**src/rtl/uart_rx_capture.sv**
```systemverilog
// uart_rx_capture: 8N1 UART receiver with runtime baud divisor and a small
// first-word-fall-through byte FIFO.
//
// Ports:
//   clk, rst      system clock, synchronous active-high reset
//   rxd           serial line (idle high, asynchronous to clk)
//   baud_div      clk cycles per bit, clamped to a minimum of 4, latched per frame
//   rx_data       FIFO head byte (holds last popped byte while empty)
//   rx_valid      FIFO non-empty
//   rx_ready      consumer ready
//   busy          receiver FSM not idle
//   frame_err     one-cycle pulse when a stop bit samples low
//   overflow      sticky: a byte was dropped because the FIFO was full
//   ovf_clr       clears overflow (a same-cycle new overflow wins)
//
// Handshake: a byte transfers on every cycle where rx_valid && rx_ready.
// rx_data is stable while rx_valid && !rx_ready; rx_valid never drops
// without a transfer except on reset.
module uart_rx_capture #(
  parameter int FIFO_DEPTH = 4,
  parameter int DIV_W      = 16
) (
  input  logic             clk,
  input  logic             rst,
  input  logic             rxd,
  input  logic [DIV_W-1:0] baud_div,
  output logic [7:0]       rx_data,
  output logic             rx_valid,
  input  logic             rx_ready,
  output logic             busy,
  output logic             frame_err,
  output logic             overflow,
  input  logic             ovf_clr
);

  localparam int AW = $clog2(FIFO_DEPTH);
  localparam int PW = AW + 1;
  localparam logic [DIV_W-1:0] DIV_MIN = DIV_W'(4);
  localparam logic [DIV_W-1:0] ONE     = DIV_W'(1);

  typedef enum logic [2:0] {
    IDLE  = 3'd0,
    START = 3'd1,
    DATA  = 3'd2,
    STOP  = 3'd3,
    BRK   = 3'd4
  } state_t;

  state_t           state;
  logic             rx_meta, rxs, rxs_d;
  logic [2:0]       warm;
  logic [DIV_W-1:0] div_q, cnt;
  logic [2:0]       bidx;
  logic [7:0]       shreg;

  logic [7:0]  mem [FIFO_DEPTH];
  logic [PW-1:0] wr_ptr, rd_ptr;
  logic [7:0]  last_q;
  logic        push, pop, full, push_ok;

  // Two-flop synchronizer plus one history flop for edge detection.
  // warm gates edge detection until the reset value of the synchronizer has
  // been flushed, so a line held low through reset is not taken as a start.
  always_ff @(posedge clk) begin
    if (rst) begin
      rx_meta <= 1'b1;
      rxs     <= 1'b1;
      rxs_d   <= 1'b1;
      warm    <= 3'b000;
    end else begin
      rx_meta <= rxd;
      rxs     <= rx_meta;
      rxs_d   <= rxs;
      warm    <= {warm[1:0], 1'b1};
    end
  end

  // Receiver FSM
  always_ff @(posedge clk) begin
    if (rst) begin
      state     <= IDLE;
      div_q     <= DIV_MIN;
      cnt       <= '0;
      bidx      <= '0;
      shreg     <= '0;
      frame_err <= 1'b0;
    end else begin
      frame_err <= 1'b0;
      case (state)
        IDLE: begin
          if (warm[2] && rxs_d && !rxs) begin
            state <= START;
            cnt   <= '0;
            div_q <= (baud_div < DIV_MIN) ? DIV_MIN : baud_div;
          end
        end
        START: begin
          // Re-check the line at the middle of the start bit to reject glitches.
          if (cnt == (div_q >> 1) - ONE) begin
            cnt  <= '0;
            bidx <= '0;
            state <= rxs ? IDLE : DATA;
          end else begin
            cnt <= cnt + ONE;
          end
        end
        DATA: begin
          if (cnt == div_q - ONE) begin
            shreg[bidx] <= rxs;
            cnt         <= '0;
            if (bidx == 3'd7) state <= STOP;
            else              bidx  <= bidx + 3'd1;
          end else begin
            cnt <= cnt + ONE;
          end
        end
        STOP: begin
          if (cnt == div_q - ONE) begin
            cnt <= '0;
            if (rxs) begin
              state <= IDLE;
            end else begin
              frame_err <= 1'b1;
              state     <= BRK;
            end
          end else begin
            cnt <= cnt + ONE;
          end
        end
        BRK: begin
          // Wait out a held-low line so it yields a single frame_err.
          if (rxs) state <= IDLE;
        end
        default: state <= IDLE;
      endcase
    end
  end

  // Push happens on the stop-sample edge when the stop bit is good.
  always_comb begin
    push    = (state == STOP) && (cnt == div_q - ONE) && rxs;
    pop     = rx_valid && rx_ready;
    full    = (wr_ptr[AW] != rd_ptr[AW]) && (wr_ptr[AW-1:0] == rd_ptr[AW-1:0]);
    // A pop on the same cycle frees the slot, so a full FIFO still accepts.
    push_ok = push && (!full || pop);
  end

  always_ff @(posedge clk) begin
    if (rst) begin
      wr_ptr   <= '0;
      rd_ptr   <= '0;
      last_q   <= '0;
      overflow <= 1'b0;
    end else begin
      if (push_ok) begin
        mem[wr_ptr[AW-1:0]] <= shreg;
        wr_ptr              <= wr_ptr + PW'(1);
      end
      if (pop) begin
        last_q <= mem[rd_ptr[AW-1:0]];
        rd_ptr <= rd_ptr + PW'(1);
      end
      if (push && !push_ok) overflow <= 1'b1;
      else if (ovf_clr)     overflow <= 1'b0;
    end
  end

  assign rx_valid = (wr_ptr != rd_ptr);
  assign rx_data  = rx_valid ? mem[rd_ptr[AW-1:0]] : last_q;
  assign busy     = (state != IDLE);

endmodule
```
**config.mk**
```make
export PLATFORM = sky130hd
export DESIGN_NAME = uart_rx_capture
export DESIGN_NICKNAME = d
export VERILOG_FILES = /design/src/rtl/uart_rx_capture.sv
export SDC_FILE = /design/constraint.sdc
export NUM_CORES = 1
export LEC_CHECK = 0
export ABC_AREA = 1
export CORE_MARGIN = 4
export CORE_UTILIZATION = 65
export DETAILED_ROUTE_END_ITERATION = 10
export PLACE_DENSITY = 0.9
export SYNTH_ARGS = -nofsm -noshare
export SYNTH_HDL_FRONTEND = slang
export SYNTH_SLANG_ARGS = --single-unit
```
**constraint.sdc**
```tcl
create_clock -name clk -period 4.2 [get_ports clk]
set_clock_uncertainty 0.1 [all_clocks]
set_input_delay 1.05 -clock clk [delete_from_list [all_inputs] [get_ports clk]]
set_output_delay 1.05 -clock clk [all_outputs]
set_load 0.01 [all_outputs]
```
==> flow_summary.html, run 1 <==
<table>
<tr><th>Metric</th><th>Value</th></tr>
<tr><th colspan="2">Clock network</th></tr>
<tr><td>Clock root buffer master</td><td>sky130_fd_sc_hd__clkbuf_8</td></tr>
<tr><td>Hold-fix buffers, CTS</td><td>0</td></tr>
<tr><td>Clock Sink Count</td><td>102</td></tr>
<tr><td>Clock tree from TritonCTS</td><td>done</td></tr>
<tr><td>Maximum buffer depth of the clock tree</td><td>2</td></tr>
<tr><td>CTS resizes</td><td>0</td></tr>
<tr><td>Post-CTS setup repair buffer count</td><td>0</td></tr>
<tr><td>H-tree levels</td><td>3</td></tr>
<tr><td>Clock buffers created by TritonCTS</td><td>9</td></tr>
<tr><td>Clk Latency, worst-skew pair</td><td>0.36 ns</td></tr>
<tr><td>Clock-pin slew of the registers on the worst-case setup and hold paths</td><td>0.10 ns</td></tr>
<tr><th colspan="2">Timing</th></tr>
<tr><td>Final setup viols</td><td>0</td></tr>
<tr><td>Total Neg Setup Slack</td><td>0 ns</td></tr>
<tr><td>Setup slack of the critical path after layout</td><td>0.763 ns</td></tr>
<tr><td>Final Max Tran Viols</td><td>0</td></tr>
<tr><td>Period minus WS final</td><td>3.44 ns</td></tr>
<tr><td>Period utilization</td><td>0.818</td></tr>
<tr><td>Transition time of the tightest slew-check pin</td><td>1.17 ns</td></tr>
<tr><td>Fmax</td><td>291 MHz</td></tr>
<tr><td>Relative slew margins</td><td>0.218</td></tr>
<tr><td>Final hold violation count</td><td>0</td></tr>
<tr><td>RSZ-0062 raised after global routing</td><td>no</td></tr>
<tr><th colspan="2">Cells and area</th></tr>
<tr><td>Commonest cells after routing, fill and taps aside</td><td>234 x sky130_fd_sc_hd__nand2_1, 141 x sky130_fd_sc_hd__nor2_1, 95 x sky130_fd_sc_hd__inv_1</td></tr>
<tr><td>Leading cell type in the layout, fill and taps excluded</td><td>sky130_fd_sc_hd__nand2_1</td></tr>
<tr><td>Fin nets</td><td>903</td></tr>
<tr><td>Layout cell share with drive strength beyond 1</td><td>0.0513</td></tr>
<tr><td>Area Overhead vs Synth</td><td>9.60%</td></tr>
<tr><td>Inserted Diodes</td><td>0</td></tr>
<tr><th colspan="2">Floorplanning</th></tr>
<tr><td>Die span in x</td><td>103 um</td></tr>
<tr><td>Starting density of the core</td><td>0.670</td></tr>
<tr><td>Floorplan die height</td><td>103 um</td></tr>
<tr><td>Area of the die</td><td>0.0106 mm2</td></tr>
<tr><td>Area of the core</td><td>0.00872 mm2</td></tr>
<tr><td>Count of pins on the block boundary</td><td>33</td></tr>
<tr><td>Row count</td><td>34</td></tr>
<tr><th colspan="2">Synthesis</th></tr>
<tr><td>Leading area contributor after synthesis</td><td>sky130_fd_sc_hd__dfxtp_1</td></tr>
<tr><td>Number of warnings reported in the yosys synthesis log</td><td>0</td></tr>
<tr><td>Number of library cell types mapped by synthesis</td><td>33</td></tr>
<tr><td>Avg Inst Size Synth</td><td>6.87 um2</td></tr>
<tr><td>Synthesized netlist cell count</td><td>850</td></tr>
<tr><td>Cell Area, Synth</td><td>0.00584 mm2</td></tr>
<tr><td>Register bit total from synthesis</td><td>102</td></tr>
<tr><td>Synthesized net count</td><td>881</td></tr>
<tr><td>Share of the synthesized area in the top cell type</td><td>0.240</td></tr>
<tr><td>Part of the Yosys area used for sequential elements</td><td>0.405</td></tr>
<tr><td>Largest cells by area after synthesis</td><td>sky130_fd_sc_hd__dfxtp_1 24%, sky130_fd_sc_hd__edfxtp_1 16%, sky130_fd_sc_hd__nand2_1 15%, sky130_fd_sc_hd__nor2_1 9.1%, sky130_fd_sc_hd__inv_1 6.1%</td></tr>
<tr><th colspan="2">Job</th></tr>
<tr><td>Number of violations of the max-capacitance limit</td><td>0</td></tr>
<tr><th colspan="2">Global routing</th></tr>
<tr><td>Pin count of the biggest net entering global routing</td><td>36</td></tr>
<tr><td>Global-route wire length before repair</td><td>22.9 mm</td></tr>
<tr><td>Number of global-route vias before repair</td><td>4,894</td></tr>
<tr><td>Number of antenna violations at the first check in global routing</td><td>0</td></tr>
<tr><td>GR Overflow Total</td><td>0</td></tr>
<tr><td>Global-route total usage across every layer</td><td>0.276</td></tr>
<tr><th colspan="2">Route</th></tr>
<tr><td>Wire length after detailed routing</td><td>13.9 mm</td></tr>
<tr><td>1st-pass router iterations</td><td>5</td></tr>
<tr><td>Post-detailed-route DRC marker count</td><td>0</td></tr>
<tr><td>1st-iter DRT viols</td><td>417</td></tr>
<tr><td>WL per Instance</td><td>14.1 um</td></tr>
<tr><td>Per-cell via count in the routed design</td><td>5.51</td></tr>
<tr><td>Post-detailed-route count of antenna-violating nets</td><td>0</td></tr>
<tr><td>Number of vias after detailed routing</td><td>5,426</td></tr>
<tr><th colspan="2">Critical path</th></tr>
<tr><td>Data required time of the worst path</td><td>3.05 ns</td></tr>
<tr><td>Maximum fanout along the worst path</td><td>17</td></tr>
<tr><td>Crit path DAT</td><td>2.29 ns</td></tr>
<tr><td>Sort of element at the end of the critical path</td><td>primary output</td></tr>
<tr><td>Critical path start-end classification</td><td>reg2out</td></tr>
<tr><td>R2R setup slack</td><td>0.98 ns</td></tr>
<tr><td>Worst Setup Start Kind</td><td>flop</td></tr>
<tr><th colspan="2">Placed design</th></tr>
<tr><td>DP Wirelength</td><td>10.8 mm</td></tr>
<tr><td>GP Congestion</td><td>0.941</td></tr>
<tr><td>I/O Buffers</td><td>32</td></tr>
<tr><td>Setup Slack @ Placement</td><td>0.776 ns</td></tr>
<tr><th colspan="2">Outcome</th></tr>
<tr><td>Run status</td><td>finished clean</td></tr>
<tr><th colspan="2">Power</th></tr>
<tr><td>VDD IR max</td><td>0.000375 V</td></tr>
<tr><td>Pwr per Cell Area</td><td>347 mW/mm2</td></tr>
<tr><td>Leakage power of the design</td><td>2.88 nW</td></tr>
<tr><th colspan="2">Min path</th></tr>
<tr><td>Worst min-delay path category</td><td>reg2reg</td></tr>
</table>
state kept, by name, indices dropped and copies added (netlist names), 3 cells and up, named ones only:
signal / flops
bidx: 3
cnt: 16
div_q: 16
last_q: 8
mem: 32
rd_ptr: 3
shreg: 8
state: 3
warm: 3
wr_ptr: 3
cells by family after synthesis:
family          count (synthesis)  synth area share
flops                         102             0.405
buf+inv                       124            0.0816
compound gates                103            0.0960
simple gates                  483             0.354
xor+xnor                       28            0.0420
fa+ha+maj                      10            0.0214
layout make-up:
type                       count  area [um2]
multi-input combinational    624        3000
sequential                   102        2360
fill                         662        2320
inverter                     100         375
timing repair buffer          35         343
tap                          108         135
clock buffer                   9         124
clock inverter                 7        60.1
stage by stage:
stage          hold slack, ns  cells   util  cell area, um2  power (mW)
2_1_floorplan           0.288    850      -            5840        1.49
3_3_place_gp            0.293    969  0.713            6220        1.63
3_5_place_dp            0.295    969  0.713            6220        1.66
4_1_cts                 0.309    985  0.734            6400        2.23
5_1_grt                 0.332    985  0.734            6400        2.36
6_report                0.308    985  0.734            6400        2.22
per-layer routing:
metal,vias up,wire length [um],global-route usage
met4,0,164,0.0697
met2,204,5810,0.415
met5,-,0,0
li1,2762,-,-
met1,2444,6740,0.405
met3,16,1200,0.0616
worst max-delay path, stage by stage (launching register included):
cell,delay (ns)
sky130_fd_sc_hd__dfxtp_1,0.64
sky130_fd_sc_hd__inv_1,0.33
sky130_fd_sc_hd__o21ai_0,0.25
sky130_fd_sc_hd__o22ai_1,0.12
sky130_fd_sc_hd__nand2_1,0.08
sky130_fd_sc_hd__nand2_1,0.05
sky130_fd_sc_hd__clkdlybuf4s50_1,0.47
worst paths after layout:
kind | startpoint | endpoint | depth (start not counted)
max | flop | rx_data[2] | 6
min | warm[1] | warm[2] | 2
max reg2reg | div_q[1] | mem[2][7] | 14
min reg2reg | warm[1] | warm[2] | 2
power by group:
group	internal [mW]	switching, mW
clock network	0.228	0.352
logic	0.198	0.344
registers	1.05	0.0473
total	1.48	0.744
synth_stat cells:
| cell type | instances |
|---|---|
| sky130_fd_sc_hd__nand4_1 | 13 |
| sky130_fd_sc_hd__o22ai_1 | 8 |
| sky130_fd_sc_hd__nand3_1 | 46 |
| sky130_fd_sc_hd__nor2_4 | 5 |
| sky130_fd_sc_hd__and3_1 | 1 |
| sky130_fd_sc_hd__nor3_1 | 7 |
| sky130_fd_sc_hd__clkinv_1 | 3 |
| sky130_fd_sc_hd__dfxtp_1 | 70 |
| sky130_fd_sc_hd__o21bai_1 | 4 |
| sky130_fd_sc_hd__xnor2_1 | 8 |
| sky130_fd_sc_hd__nor2_1 | 141 |
| sky130_fd_sc_hd__edfxtp_1 | 32 |
| sky130_fd_sc_hd__nor4_1 | 5 |
| sky130_fd_sc_hd__a211oi_1 | 10 |
| sky130_fd_sc_hd__nand2_1 | 234 |
| sky130_fd_sc_hd__nor3b_1 | 1 |
| sky130_fd_sc_hd__nand2_2 | 4 |
| sky130_fd_sc_hd__ha_1 | 10 |
| sky130_fd_sc_hd__a21oi_1 | 39 |
| sky130_fd_sc_hd__inv_1 | 95 |
| sky130_fd_sc_hd__clkbuf_1 | 18 |
| sky130_fd_sc_hd__nor2_2 | 10 |
| sky130_fd_sc_hd__buf_2 | 3 |
| sky130_fd_sc_hd__buf_1 | 2 |
| sky130_fd_sc_hd__nand3b_1 | 10 |
| sky130_fd_sc_hd__or2_2 | 3 |
| sky130_fd_sc_hd__buf_6 | 1 |
| sky130_fd_sc_hd__nand3_2 | 1 |
| sky130_fd_sc_hd__nand2_4 | 2 |
| sky130_fd_sc_hd__inv_2 | 2 |
| sky130_fd_sc_hd__o21ai_0 | 40 |
| sky130_fd_sc_hd__o21ai_1 | 2 |
| sky130_fd_sc_hd__xor2_1 | 20 |
(Power assumes the default switching activity.)
==> run 2: changes to the inputs <==
--- a/config.mk
+++ b/config.mk
@@ -7,9 +7,9 @@
 export LEC_CHECK = 0
 export ABC_AREA = 1
 export CORE_MARGIN = 4
-export CORE_UTILIZATION = 65
+export CORE_UTILIZATION = 54
 export DETAILED_ROUTE_END_ITERATION = 10
-export PLACE_DENSITY = 0.9
+export PLACE_DENSITY = 0.8
 export SYNTH_ARGS = -nofsm -noshare
 export SYNTH_HDL_FRONTEND = slang
 export SYNTH_SLANG_ARGS = --single-unit
==> constraint.sdc (replaced) <==
create_clock -name clk -period 3 [get_ports clk]
set_clock_uncertainty 0.1 [all_clocks]
set_input_delay 0.75 -clock clk [delete_from_list [all_inputs] [get_ports clk]]
set_output_delay 0.75 -clock clk [all_outputs]
set_load 0.01 [all_outputs]
==> flow_summary.html, run 2 (same netlist as run 1, synthesis figures left out) <==
<table>
<tr><th>Metric</th><th>Value</th></tr>
<tr><th colspan="2">Global routing</th></tr>
<tr><td>Routing usage on met2</td><td>0.354 (-0.0614)</td></tr>
<tr><td>Global-route total usage across every layer</td><td>0.220 (-0.0553)</td></tr>
<tr><td>Pin count of the biggest net entering global routing</td><td>34 (-5.6%)</td></tr>
<tr><td>Global-route wire length before repair</td><td>23.0 mm (+0.66%)</td></tr>
<tr><td>Number of global-route vias before repair</td><td>5,000 (+2.2%)</td></tr>
<tr><td>GR met3 Demand/Resource</td><td>0.0413 (-0.0203)</td></tr>
<tr><td>Busiest metal layer after global routing</td><td>met2</td></tr>
<tr><td>M1 GR Usage</td><td>0.306 (-0.0994)</td></tr>
<tr><td>GR Overflow Total</td><td>0 (unchanged)</td></tr>
<tr><td>Number of antenna violations at the first check in global routing</td><td>0 (unchanged)</td></tr>
<tr><th colspan="2">Critical path</th></tr>
<tr><td>Crit path DAT</td><td>1.96 ns (-0.33 ns)</td></tr>
<tr><td>R2R setup slack</td><td>0.25 ns (-0.73 ns)</td></tr>
<tr><td>Sort of element at the end of the critical path</td><td>primary output</td></tr>
<tr><td>Crit-path cells</td><td>xor2_4 -&gt; nor2_4 -&gt; inv_2 -&gt; nand2_1 -&gt; nand2_1 -&gt; clkdlybuf4s50_1</td></tr>
<tr><td>Most frequent cell on the critical path</td><td>sky130_fd_sc_hd__nand2_1</td></tr>
<tr><td>Worst Reg2Reg Path Length in Cells</td><td>16 (+2)</td></tr>
<tr><td>Worst Setup Start Kind</td><td>flop</td></tr>
<tr><td>Maximum fanout along the worst path</td><td>10 (-7)</td></tr>
<tr><td>Reg2reg end</td><td>mem[3][4]</td></tr>
<tr><td>Critical path start-end classification</td><td>reg2out</td></tr>
<tr><td>Largest incremental delay on the critical path</td><td>0.53 ns (-0.11 ns)</td></tr>
<tr><td>R2R Path Start</td><td>div_q[1]</td></tr>
<tr><td>Cell with the largest stage delay on the worst path</td><td>sky130_fd_sc_hd__clkdlybuf4s50_1</td></tr>
<tr><td>Data required time of the worst path</td><td>2.15 ns (-0.90 ns)</td></tr>
<tr><th colspan="2">Clock network</th></tr>
<tr><td>Clock root buffer master</td><td>sky130_fd_sc_hd__clkbuf_8</td></tr>
<tr><td>Clk Latency, worst-skew pair</td><td>0.37 ns (about the same)</td></tr>
<tr><td>Clock tree from TritonCTS</td><td>done</td></tr>
<tr><td>Maximum buffer depth of the clock tree</td><td>2 (unchanged)</td></tr>
<tr><td>Clock buffers created by TritonCTS</td><td>9 (unchanged)</td></tr>
<tr><td>Clock-pin slew of the registers on the worst-case setup and hold paths</td><td>0.10 ns (about the same)</td></tr>
<tr><td>Clock Sink Count</td><td>102 (unchanged)</td></tr>
<tr><td>H-tree levels</td><td>3 (unchanged)</td></tr>
<tr><th colspan="2">Cells and area</th></tr>
<tr><td>Leading cell type in the layout, fill and taps excluded</td><td>sky130_fd_sc_hd__nand2_1</td></tr>
<tr><td>Commonest cells after routing, fill and taps aside</td><td>233 x sky130_fd_sc_hd__nand2_1, 141 x sky130_fd_sc_hd__nor2_1, 93 x sky130_fd_sc_hd__inv_1</td></tr>
<tr><td>Area Overhead vs Synth</td><td>14.2%</td></tr>
<tr><td>Inserted Diodes</td><td>0 (unchanged)</td></tr>
<tr><td>Fin nets</td><td>921 (+2.0%)</td></tr>
<tr><td>Layout cell share with drive strength beyond 1</td><td>0.0838 (+0.0325)</td></tr>
<tr><td>Flip-flop count of the largest register after layout</td><td>32 (unchanged)</td></tr>
<tr><th colspan="2">Min path</th></tr>
<tr><td>End of the worst hold path</td><td>warm[1]</td></tr>
<tr><td>Launch point of the worst hold path</td><td>warm[0]</td></tr>
<tr><td>Worst min-delay path category</td><td>reg2reg</td></tr>
<tr><td>Number of cells traversed by the worst hold path</td><td>2 (unchanged)</td></tr>
<tr><th colspan="2">Power</th></tr>
<tr><td>Final Power</td><td>3.25 mW (+46%)</td></tr>
<tr><td>Internal Dissipation</td><td>2.18 mW (+48%)</td></tr>
<tr><td>Net switching power</td><td>1.07 mW (+44%)</td></tr>
<tr><td>Pwr per Cell Area</td><td>487 mW/mm2 (+41%)</td></tr>
<tr><td>Share of power burned in the clock network</td><td>0.291 (+0.029)</td></tr>
<tr><td>Proportion of power drawn by flip-flops and latches</td><td>0.473 (-0.021)</td></tr>
<tr><td>Sw Ratio</td><td>0.328 (-0.00664)</td></tr>
<tr><td>VDD IR max</td><td>0.000371 V (-1.2%)</td></tr>
<tr><td>Leakage power of the design</td><td>2.98 nW (+3.7%)</td></tr>
<tr><td>Combinational share of power</td><td>0.237 (-0.007)</td></tr>
<tr><th colspan="2">Timing</th></tr>
<tr><td>Period utilization</td><td>0.937</td></tr>
<tr><td>Period minus WS final</td><td>2.81 ns</td></tr>
<tr><td>Total Neg Setup Slack</td><td>0 ns (unchanged)</td></tr>
<tr><td>Final setup viols</td><td>0 (unchanged)</td></tr>
<tr><td>Fmax</td><td>356 MHz</td></tr>
<tr><td>Relative slew margins</td><td>0.537 (+0.319)</td></tr>
<tr><td>Final Max Tran Viols</td><td>0 (unchanged)</td></tr>
<tr><td>Transition time of the tightest slew-check pin</td><td>0.688 ns (-0.485 ns)</td></tr>
<tr><td>RSZ-0062 raised after global routing</td><td>no</td></tr>
<tr><td>Hold_ws</td><td>0.314 ns (+0.00505 ns)</td></tr>
<tr><td>Final hold violation count</td><td>0 (unchanged)</td></tr>
<tr><th colspan="2">Route</th></tr>
<tr><td>Per-cell via count in the routed design</td><td>5.17 (-6.2%)</td></tr>
<tr><td>Post-detailed-route DRC marker count</td><td>0 (unchanged)</td></tr>
<tr><td>1st-pass router iterations</td><td>5 (unchanged)</td></tr>
<tr><td>Number of vias after detailed routing</td><td>5,330 (-1.8%)</td></tr>
<tr><td>Post-detailed-route count of antenna-violating nets</td><td>0 (unchanged)</td></tr>
<tr><td>WL per Instance</td><td>13.0 um (-8.3%)</td></tr>
<tr><td>1st-iter DRT viols</td><td>452 (+8.4%)</td></tr>
<tr><td>Wire length after detailed routing</td><td>13.4 mm (-4.1%)</td></tr>
<tr><th colspan="2">Placed design</th></tr>
<tr><td>DP Wirelength</td><td>10.2 mm (-5.8%)</td></tr>
<tr><td>I/O Buffers</td><td>32 (unchanged)</td></tr>
<tr><td>GP Congestion</td><td>0.992 (+5.4%)</td></tr>
<tr><th colspan="2">Floorplanning</th></tr>
<tr><td>Starting density of the core</td><td>0.561 (-0.109)</td></tr>
<tr><td>Row count</td><td>37 (+8.8%)</td></tr>
<tr><td>Area of the die</td><td>0.0125 mm2 (+19%)</td></tr>
<tr><td>Count of pins on the block boundary</td><td>33 (unchanged)</td></tr>
<tr><td>Die span in x</td><td>112 um (+9.0%)</td></tr>
<tr><td>Floorplan die height</td><td>112 um (+9.0%)</td></tr>
<tr><td>Area of the core</td><td>0.0104 mm2 (+19%)</td></tr>
<tr><th colspan="2">Job</th></tr>
<tr><td>Number of violations of the max-capacitance limit</td><td>0 (unchanged)</td></tr>
<tr><th colspan="2">Outcome</th></tr>
<tr><td>Run status</td><td>finished clean</td></tr>
</table>
## run 2: worst max-delay path, delay by kind of cell, from the launching register on
kind          cells  cell delay (ns)
xor+xnor          1             0.25
buf+inv           2             0.67
flops             1             0.47
simple gates      3             0.21
## run 2: final cells by class
cell class                 count  area, um2
clock buffer                   9        124
multi-input combinational    625       3060
sequential                   102       2370
timing repair inverter         1       7.51
fill                         915       3750
clock inverter                 7       96.3
tap                          136        170
timing repair buffer          51        467
inverter                     100        379
## run 2: what timing repair did
action,CTS,global route
setup buffers,0,2
gates cloned,0,2
pin swaps,0,3
hold endpoints to repair,0,0
gates resized for setup,1,16
setup endpoints to repair,8,34
hold buffers,0,0
## run 2: through the flow
stage | worst slack [ns] | instance area (um2) | std cells | utilization
2_1_floorplan | 0.374 | 5840 | 850 | -
3_3_place_gp | 0.317 | 6360 | 1011 | 0.610
3_5_place_dp | 0.192 | 6360 | 1011 | 0.610
4_1_cts | 0.0927 | 6580 | 1027 | 0.632
5_1_grt | 0.00747 | 6670 | 1031 | 0.640
6_report | 0.190 | 6670 | 1031 | 0.640
## run 2: worst max path at each step
stage                     startpoint         end  slack (ns)  cells after the start
after global routing        div_q[1]   mem[3][4]       0.007                     14
final                      wr_ptr[2]  rx_data[6]        0.19                      6
after global placement      div_q[1]   mem[0][5]        0.32                     15
after floorplan             div_q[1]   mem[0][0]        0.37                     14
after detailed placement    div_q[1]   mem[0][3]        0.19                     15
after CTS                  wr_ptr[0]  rx_data[0]        0.09                      7
## run 2: power groups by stage
stage / clock (mW) / sequential (mW) / combinational (mW)
after global routing: 1.03 / 1.55 / 0.890
after CTS: 0.971 / 1.53 / 0.757
after global placement: 0 / 1.56 / 0.745
after detailed placement: 0 / 1.56 / 0.752
final: 0.945 / 1.54 / 0.769
after floorplan: 0 / 1.55 / 0.534
## run 2: layer usage
layer,share of wire,vias up,routed length (um)
met5,0,-,0
met4,0.020,0,265
met3,0.045,20,601
met2,0.46,115,6190
met1,0.47,2392,6300
li1,-,2803,-
==> patch: new RTL, settings of run 2 <==
Set the parameter `DIV_W` to 12 (it was 16).
--- a/src/rtl/uart_rx_capture.sv
+++ b/src/rtl/uart_rx_capture.sv
@@ -19,5 +19,5 @@
 module uart_rx_capture #(
   parameter int FIFO_DEPTH = 4,
-  parameter int DIV_W      = 16
+  parameter int DIV_W      = 12
 ) (
   input  logic             clk,
Ports: changed (resized baud_div); port bits go from 33 to 29. The function was not compared with the original's and may differ.
==> patch against run 2 <==
Count of clock-buffer cells in the layout is 2 higher. Critical endpoint is now rx_data[4]. Final area fell by 15%. Global-route usage decreased by 0.98 points. Worst setup slack worse by 0.010 ns. Sequential cell count down 8. Highest routed layer unchanged. Critical path type unchanged. Wire length shrank 17%. Synthesized area down 13%. Worst hold slack got worse by 0.0038 ns. Power down 8.5%.
==> patch: results (changes against run 2) <==
Nets: 753 (-18%)
Gr usage total: 21.07% (-0.98 points)
Max IR drop VDD: 365.1 uV (-1.5%)
Post-DP HPWL: 8303 um (-18%)
Max incr delay on CP: 0.47 ns (-0.06 ns)
Post-synth net total: 722 (-18%)
Largest net degree at the start of global routing: 19 (-44%)
Layout Cells excl Fill: 842 (-18%)
Vias per cell: 5.166 (about the same)
Layout fillers: 766 (-16%)
Status: finished clean
Sequential fraction of the synthesis area: 43.45% (+3.0 points)
Placed insts: 824 (-18%)
Mapped Avg Cell Area: 7.293 um2 (+6.2%)
GPL Wtd Cong: 1.029 (+3.8%)
I/O Buffers: 28 (-13%)
Top cells by area, synth: dfxtp_1 (24%), edfxtp_1 (19%), nand2_1 (13%), nor2_1 (8.0%), inv_1 (6.4%)
First-pass GRT wire length: 18,890 um (-18%)
Layout cells sized above 1: 9.986% (+1.6 points)
Max FO, Critical Path: 10 (unchanged)
Slew margin rel.: 61.95% (+8.2 points)
Post-synthesis cell type count: 38 (+15%)
WL per Instance: 13.19 um (+1.8%)
DR iter-0 viols: 253 (-44%)
P_leak: 2.553 nW (-14%)
Number of global-route vias before repair: 4,095 (-18%)
Post-synth top cells: nand2_1 (182), nor2_1 (108), inv_1 (86)
## patch: cell count changes in the layout (fill, tap and decap cells not counted), sizes merged, moves of 3 or more
cell | run 2 | this run
nand2 | 240 | 199
nor2 | 157 | 120
a21oi | 39 | 14
nand3 | 47 | 24
inv | 101 | 91
dfxtp | 70 | 62
nand3b | 10 | 2
buf | 19 | 12
nor3 | 7 | 12
xor2 | 20 | 15
clkdlybuf4s50 | 32 | 28
xnor2 | 8 | 12
o21bai | 4 | 1
## patch: cell type report
class / instances / area (um2) / area share (%)
multi-input combinational: 489 / 2427 / 42.78
sequential: 94 / 2207 / 38.90
timing repair buffer: 40 / 374.1 / 6.593
inverter: 91 / 345.3 / 6.086
tap: 111 / 138.9 / 2.448
clock buffer: 11 / 131.4 / 2.315
clock inverter: 5 / 42.54 / 0.7497
timing repair inverter: 1 / 7.507 / 0.1323
## patch: repair_timing
| item | CTS | global route |
|---|---|---|
| endpoints found under the setup margin | 8 | 8 |
| pin swaps | 0 | 1 |
| buffers inserted | 0 | 0 |
| endpoints found under the hold margin | 0 | 0 |
| resized for setup | 3 | 8 |
| gates cloned | 1 | 1 |
| hold buffers | 0 | 0 |
## patch: per-stage QoR
stage / setup WS (ns) / util, % / total power [mW] / cell area, um2
final: 0.1804 / 61.70 / 2.975 / 5674
after global routing: 0.01994 / 61.70 / 3.167 / 5674
after CTS: 0.05092 / 61.46 / 2.978 / 5652
after detailed placement: 0.3525 / 59.39 / 2.214 / 5461
after global placement: 0.4237 / 59.39 / 2.190 / 5461
after floorplan: 0.5018 / - / 2.006 / 5069
## patch: report_power, final
group          total, mW  internal (mW)  switching (mW)
sequential          1.44           1.37          0.0725
combinational      0.766          0.288           0.477
clock              0.767          0.311           0.456
## patch: kinds of logic after synthesis
group | share of synthesized area (%)
and+or+nand+nor | 32.44
buffers and inverters | 9.034
DFF | 43.45
AOI/OAI and AO/OA | 7.949
xor gates and xnor gates | 4.666
adders and majority gates | 2.469
## patch: worst min-delay path: cells and delay by family (launching register included)
| kind | cells | cell delay, ns |
|---|---|---|
| DFF | 1 | 0.31 |
| buffers and inverters | 1 | 0.04 |
| and+or+nand+nor | 1 | 0.03 |
## patch: path summary, 6_finish.rpt
check | depth (start not counted) | start | slack, ns | end
max | 7 | wr_ptr[0] | 0.18 | rx_data[4]
min | 2 | warm[0] | 0.31 | warm[1]
max reg2reg | 13 | div_q[1] | 0.36 | mem[0][6]
min reg2reg | 2 | warm[0] | 0.31 | warm[1]
## patch: routing by layer
layer  GRT usage (%)  share of wire, %
met2           34.28                46
met1           28.43                46
met4           5.248               1.3
met5               0                 0
met3           4.880               6.8
